File: src/rtl/mem_io_responder.sv
// mem_io_responder
//   Memory-side responder for the CPU's byte-wide bus. Each access is decoded
//   as RAM (cpu_a[17:16] != 2'b11) or memory-mapped I/O (cpu_a[17:16] == 2'b11).
//   RAM accesses are forwarded to an external synchronous byte RAM. I/O
//   accesses are serviced here: UART TX FIFO, UART RX pop, a free-running
//   32-bit cycle counter with a coherent 4-byte snapshot, and a sticky stop flag.
//   Read data appears on cpu_din the cycle after the address; writes take one cycle.
//
//   I/O map (cpu_a[17:0]):
//     0x30000  R: pop RX byte (0x00 when RX empty)   W: push nonzero byte to TX FIFO
//     0x30004  R: snapshot counter, return byte 0      W: set program_done, push 0x00
//     0x30005-7 R: snapshot bytes 1..3                 W: no effect
//     other    R: 0x00                                 W: no effect
//
//   Handshake: a TX byte transfers on every rising clk edge where
//   tx_valid & tx_ready are both 1; tx_valid never depends on tx_ready, and
//   tx_data is stable while tx_valid is high and tx_ready is low.
//
//   Ports:
//     clk, rst (async, active-low)          clock and reset
//     rdy                                   bus enable, gates every bus action
//     cpu_a, cpu_wr, cpu_dout / cpu_din     CPU bus
//     io_buffer_full                        registered TX near-full flag
//     ram_a, ram_we, ram_wdata / ram_rdata  external RAM port
//     rx_data, rx_valid / rx_pop            UART RX queue head and pop strobe
//     tx_data, tx_valid / tx_ready          UART TX FIFO head
//     program_done                          sticky stop flag
//
//   Build option: define MEM_IO_CNT_RDY_GATE_EN to make the cycle counter
//   advance only on cycles where rdy = 1.
module mem_io_responder #(
  parameter int RAM_ADDR_W         = 17,
  parameter int TX_FIFO_DEPTH_LOG2 = 3,
  parameter int FULL_MARGIN        = 2
) (
  input  logic                  clk,
  input  logic                  rst,
  input  logic                  rdy,
  input  logic [31:0]           cpu_a,
  input  logic                  cpu_wr,
  input  logic [7:0]            cpu_dout,
  output logic [7:0]            cpu_din,
  output logic                  io_buffer_full,
  output logic [RAM_ADDR_W-1:0] ram_a,
  output logic                  ram_we,
  output logic [7:0]            ram_wdata,
  input  logic [7:0]            ram_rdata,
  input  logic [7:0]            rx_data,
  input  logic                  rx_valid,
  output logic                  rx_pop,
  output logic [7:0]            tx_data,
  output logic                  tx_valid,
  input  logic                  tx_ready,
  output logic                  program_done
);

  localparam int PW    = TX_FIFO_DEPTH_LOG2;
  localparam int CW    = TX_FIFO_DEPTH_LOG2 + 1;
  localparam int DEPTH = 2 ** TX_FIFO_DEPTH_LOG2;

  localparam logic [CW-1:0] DEPTH_C  = CW'(DEPTH);
  localparam logic [CW-1:0] MARGIN_C = CW'(FULL_MARGIN);
  localparam logic [CW-1:0] CNT_ONE  = CW'(1);
  localparam logic [PW-1:0] PTR_ONE  = PW'(1);

  localparam logic [17:0] A_UART = 18'h30000;
  localparam logic [17:0] A_CNT0 = 18'h30004;
  localparam logic [17:0] A_CNT1 = 18'h30005;
  localparam logic [17:0] A_CNT2 = 18'h30006;
  localparam logic [17:0] A_CNT3 = 18'h30007;

  logic [17:0] io_a;
  logic        is_io;
  logic        rd_cyc;
  logic        wr_cyc;
  logic        unused_hi;

  assign io_a      = cpu_a[17:0];
  assign is_io     = (cpu_a[17:16] == 2'b11);
  assign rd_cyc    = rdy & ~cpu_wr;
  assign wr_cyc    = rdy & cpu_wr;
  assign unused_hi = ^cpu_a[31:18];

  // RAM port
  assign ram_a     = cpu_a[RAM_ADDR_W-1:0];
  assign ram_we    = wr_cyc & ~is_io;
  assign ram_wdata = cpu_dout;

  assign rx_pop = rd_cyc & (io_a == A_UART) & rx_valid;

  // Cycle counter
  logic [31:0] cycle_cnt_q;

  always_ff @(posedge clk or negedge rst) begin
    if (!rst) begin
      cycle_cnt_q <= 32'd0;
    end else begin
`ifdef MEM_IO_CNT_RDY_GATE_EN
      if (rdy) cycle_cnt_q <= cycle_cnt_q + 32'd1;
`else
      cycle_cnt_q <= cycle_cnt_q + 32'd1;
`endif
    end
  end

  // Read path. sel_io_q resets to 1 so cpu_din shows the cleared
  // io_rdata_q rather than whatever the external RAM drives.
  logic        sel_io_q;
  logic [7:0]  io_rdata_q;
  logic [31:0] snapshot_q;

  always_ff @(posedge clk or negedge rst) begin
    if (!rst) begin
      sel_io_q   <= 1'b1;
      io_rdata_q <= 8'h00;
      snapshot_q <= 32'd0;
    end else if (rd_cyc) begin
      sel_io_q <= is_io;
      if (is_io) begin
        case (io_a)
          A_UART:  io_rdata_q <= rx_valid ? rx_data : 8'h00;
          A_CNT0: begin
            snapshot_q <= cycle_cnt_q;
            io_rdata_q <= cycle_cnt_q[7:0];
          end
          // Upper bytes come from the snapshot so a 4-read sequence is coherent.
          A_CNT1:  io_rdata_q <= snapshot_q[15:8];
          A_CNT2:  io_rdata_q <= snapshot_q[23:16];
          A_CNT3:  io_rdata_q <= snapshot_q[31:24];
          default: io_rdata_q <= 8'h00;
        endcase
      end
    end
  end

  assign cpu_din = sel_io_q ? io_rdata_q : ram_rdata;

  // TX FIFO
  logic [7:0]    fifo_mem [DEPTH];
  logic [PW-1:0] wr_ptr_q;
  logic [PW-1:0] rd_ptr_q;
  logic [CW-1:0] count_q;
  logic [CW-1:0] count_next;
  logic [CW-1:0] free_next;
  logic          push_req;
  logic [7:0]    push_data;
  logic          push_ok;
  logic          pop;

  assign push_req  = wr_cyc & (((io_a == A_UART) & (cpu_dout != 8'h00)) | (io_a == A_CNT0));
  assign push_data = (io_a == A_CNT0) ? 8'h00 : cpu_dout;
  assign pop       = tx_valid & tx_ready;
  // A simultaneous pop frees the head slot, so a push at full is still accepted.
  assign push_ok   = push_req & ((count_q != DEPTH_C) | pop);

  always_comb begin
    count_next = count_q;
    case ({push_ok, pop})
      2'b10:   count_next = count_q + CNT_ONE;
      2'b01:   count_next = count_q - CNT_ONE;
      default: count_next = count_q;
    endcase
  end

  assign free_next = DEPTH_C - count_next;

  always_ff @(posedge clk) begin
    if (push_ok) fifo_mem[wr_ptr_q] <= push_data;
  end

  always_ff @(posedge clk or negedge rst) begin
    if (!rst) begin
      wr_ptr_q       <= '0;
      rd_ptr_q       <= '0;
      count_q        <= '0;
      io_buffer_full <= 1'b0;
      program_done   <= 1'b0;
    end else begin
      if (push_ok) wr_ptr_q <= wr_ptr_q + PTR_ONE;
      if (pop)     rd_ptr_q <= rd_ptr_q + PTR_ONE;
      count_q        <= count_next;
      io_buffer_full <= (free_next <= MARGIN_C);
      if (wr_cyc && (io_a == A_CNT0)) program_done <= 1'b1;
    end
  end

  assign tx_data  = fifo_mem[rd_ptr_q];
  assign tx_valid = (count_q != '0);

endmodule

File: config.mk
export PLATFORM = sky130hd
export DESIGN_NAME = mem_io_responder
export DESIGN_NICKNAME = d
export VERILOG_FILES = /design/src/rtl/mem_io_responder.sv
export SDC_FILE = /design/constraint.sdc
export NUM_CORES = 1
export LEC_CHECK = 0
export CAP_MARGIN = 20
export CORE_ASPECT_RATIO = 0.75
export CORE_MARGIN = 4
export CORE_UTILIZATION = 25
export CTS_CLUSTER_DIAMETER = 60
export DETAILED_ROUTE_END_ITERATION = 8
export SYNTH_ARGS = -nofsm -noshare
export SYNTH_HDL_FRONTEND = slang
export SYNTH_SLANG_ARGS = --single-unit
File: constraint.sdc
create_clock -name clk -period 3.3 [get_ports clk]
set_clock_uncertainty 0.05 [all_clocks]
set_input_delay 0.33 -clock clk [delete_from_list [all_inputs] [get_ports clk]]
set_output_delay 0.33 -clock clk [all_outputs]
set_load 0.005 [all_outputs]
==> metrics.md <==
| Metric | Value |
|---|---|
| Rel. slew slack | `0.327` |
| Post-route core utilization | `0.338` |
| RePlAce Congestion | `approximately 0.78` |
| Number of flops mapped to enable cells by yosys | `64` |
| Initial antenna violation count | `0` |
| DP HPWL | `10900 µm` |
| Initial Utilization | `0.256` |
| Largest net degree at the start of global routing | `78` |
| Max Cap Viol | `0` |
| Setup ws final | `approximately 180 ps` |
| Final Instance Count excl. Fillers | `between 900 and 1000` |
| Fillers | `2497` |
| Post-Synthesis Net Count | `approximately 520` |
| Tmin final | `3120 ps` |
| First-pass GRT wire length | `24100 µm` |
| DRT iter0 DRCs | `208` |
| Status | `complete, no violations` |
| DRC | `0` |
| ANT nets after route | `0` |
| CTS tree | `yes` |
| Cell variety after synth | `50` |
| Post-Synthesis Cells | `447` |
| Initial DRT Pass Iterations | `4` |
| Number of synthesized register bits | `between 100 and 150` |
| CTS root buffer | `clkbuf_16` |
| CP max-delay cell | `or4b_1` |
| Sequential fraction of the synthesis area | `0.598` |
| Fin nets | `628` |
| Hold WS | `around 320 ps` |
| CP Cell Sequence | `clkdlybuf4s50_1 > nor4_2 > buf_4 > nand3_1 > and4bb_1 > nor2_2 > ha_1 > a21o_1 > a21oi_1 > nor2b_4 > mux2i_4 > xnor2_2 > or4b_1 > o41ai_2` |
| HP Class | `input port to async pin` |
| Async set-reset flop share out of synthesis | `0.546` |
| CP max FO | `3` |
| PortBufs | `93` |
| Vias/cell | `4.36` |
| CP max stage delay | `roughly 520 ps` |
| Pwr/cell area | `618 nW/µm²` |
| Die X | `193 µm` |
| Critical path buffers and inverters | `2` |
| Postcts setup bufs | `0` |
| Avg Cell Area, Syn | `~14 µm²` |
| Drt wl/cell | `16.7 µm` |
| Max VDD drop | `around 0.43 mV` |
| CP top delay family | `simple AND/OR/NAND/NOR gates` |
| Routed vias | `between 3000 and 4000` |
| Die height | `147 µm` |
| Worst EP required | `3570 ps` |
| Drt total wl | `between 15000 and 20000 µm` |
| Period utilisation layout | `0.945` |
| Max Freq | `0.321 GHz` |
| DP Worst Slack | `-340 ps` |
| Vias in the first global route | `4243` |
| CTS clk-pin slew, worst paths | `60 ps` |
| Gr usage total | `0.109` |
| Core Region | `25100 µm²` |
| CP Class | `input port to flop` |
| CP Capture Type | `flop` |
| Proportion of layout cells with a drive suffix above 1 | `0.263` |
| TritonCTS buffer count | `17` |
| CTS Sinks | `141` |
| Final setup fails | `0` |
| IO Count | `~110` |
| Yosys warns | `0` |
| Worst-margin pin slew | `a little over 1000 ps` |
| Max Root-Sink Buffers | `2` |
| Synth Cell Area | `approximately 6400 µm²` |
| Area Overhead vs Synth | `32.0%` |
| Overflow after GRT | `0` |
| Cell Rows | `50` |
| Antenna fix cells | `0` |
| Final max-slew violation count | `0` |
| CP Data Arrival Time | `3390 ps` |
| Final hold vios | `0` |
| Total leakage power | `~0.0033 µW` |
| Cell Count Post-Placement | `874` |
| Clk Latency, worst-skew pair | `420 ps` |
| RSZ-0062 raised after global routing | `no` |
| Die area | `between 20000 and 30000 µm²` |
| Htree depth | `4` |
| Primary FF master, synth | `dfrtp_1` |
| Startpoint Class | `input port` |
Yosys cell counts, drive strengths merged, types with 2 or more instances:
cell,instances,area [µm²]
a21oi,3,15.0
mux2,51,578
xor2,8,70.1
mux4,16,360
nand3,13,65.1
nand2,29,125
ha,7,87.6
and4,2,17.5
nor3,9,45.0
and2,10,62.6
nor3b,2,20.0
edfxtp,64,1920
nand4,5,31.3
a221oi,8,70.1
nor4,3,18.8
o21ai,9,45.0
nor2b,4,32.5
buf,31,221
and4bb,2,25.0
xnor2,31,298
clkbuf,7,26.3
a22o,8,70.1
and3,6,37.5
nor2,18,67.6
dfrtp,76,1900
inv,8,30.0
mux2i,3,42.5
nand2b,4,25.0
layout by cell type (no fill, tap or decap), types with 7 or more instances in the layout:
cell,n
nand2_1,28
clkbuf_16,17
mux4_2,16
nand3_1,13
edfxtp_1,64
mux2_2,50
nor3_1,9
buf_4,34
a22o_1,8
nor2_1,16
a221oi_1,8
dfrtp_1,76
xor2_1,8
clkdlybuf4s50_1,92
and2_1,10
xnor2_1,29
inv_1,7
ha_1,7
through the flow:
stage	power, µW	cell area [µm²]	setup TNS [ps]
global route	5500	8490	0
floorplan	2740	6430	0
global placement	3240	7810	-208
detailed placement	3290	7810	-340
CTS	5330	8430	0
finish	5250	8490	0
state kept, by name, summed over array words and instances (netlist names):
signal	flops
count_q	4
cycle_cnt_q	32
fifo_mem	64
io_buffer_full	1
io_rdata_q	8
program_done	1
rd_ptr_q	3
sel_io_q	1
snapshot_q	24
wr_ptr_q	3
logic make-up after synthesis:
group           count (synthesis)  synth area share
xor+xnor                       39            0.0572
simple gates                  111            0.0947
mux                            70             0.152
compound gates                 32            0.0373
flops                         141             0.598
fa+ha+maj                       8            0.0167
buf+inv                        46            0.0432
metal layers:
| layer | wire [µm] | share of wire | vias up | global-route usage |
|---|---|---|---|---|
| li1 | - | - | 1853 | - |
| met1 | 6780 | 0.45 | 2019 | 0.143 |
| met2 | 7500 | 0.49 | 78 | 0.177 |
| met3 | 761 | 0.050 | 15 | 0.0326 |
| met4 | 110 | 0.0073 | 0 | 0.0294 |
| met5 | 0 | 0 | - | 0 |
final cells by class:
type	count	area, µm²	share of cell area
clock buffers	17	425	0.0501
clock inverters	15	201	0.0237
inverters	8	30.0	0.00354
multi-input cells	260	2320	0.273
flip-flops and latches	141	3850	0.453
well taps	338	423	0.0498
repair buffers	130	1240	0.147
power breakdown:
group / total [µW] / internal [µW] / leakage [µW] / switching, µW
combinational: 1190 / 765 / 0.00141 / 427
clock: 2020 / 1220 / 0.000305 / 797
sequential: 2040 / 1890 / 0.00162 / 151
worst paths after layout:
path,startpoint,end,slack [ps],depth (start not counted)
worst min register to register,io_rdata_q[7]$_DFFE_PN0P_,io_rdata_q[7]$_DFFE_PN0P_,430,2
worst max register to register,count_q[0]$_DFF_PN0_,io_buffer_full$_DFF_PN0_,250,11
worst min-delay path,rst,snapshot_q[23]$_DFFE_PN0P_,320,2
max in group asynchronous,rst,sel_io_q$_DFFE_PN1P_,2260,3
worst max-delay path,cpu_dout[3],io_buffer_full$_DFF_PN0_,180,14
min in group clk,io_rdata_q[7]$_DFFE_PN0P_,io_rdata_q[7]$_DFFE_PN0P_,430,2
what timing repair did:
item                                    4_1_cts  5_1_grt
endpoints found under the setup margin        0        1
resized for setup                             0        2
endpoints found under the hold margin         0       26
hold buffers                                  0        1
No activity file was read; power rests on OpenSTA's default activity.
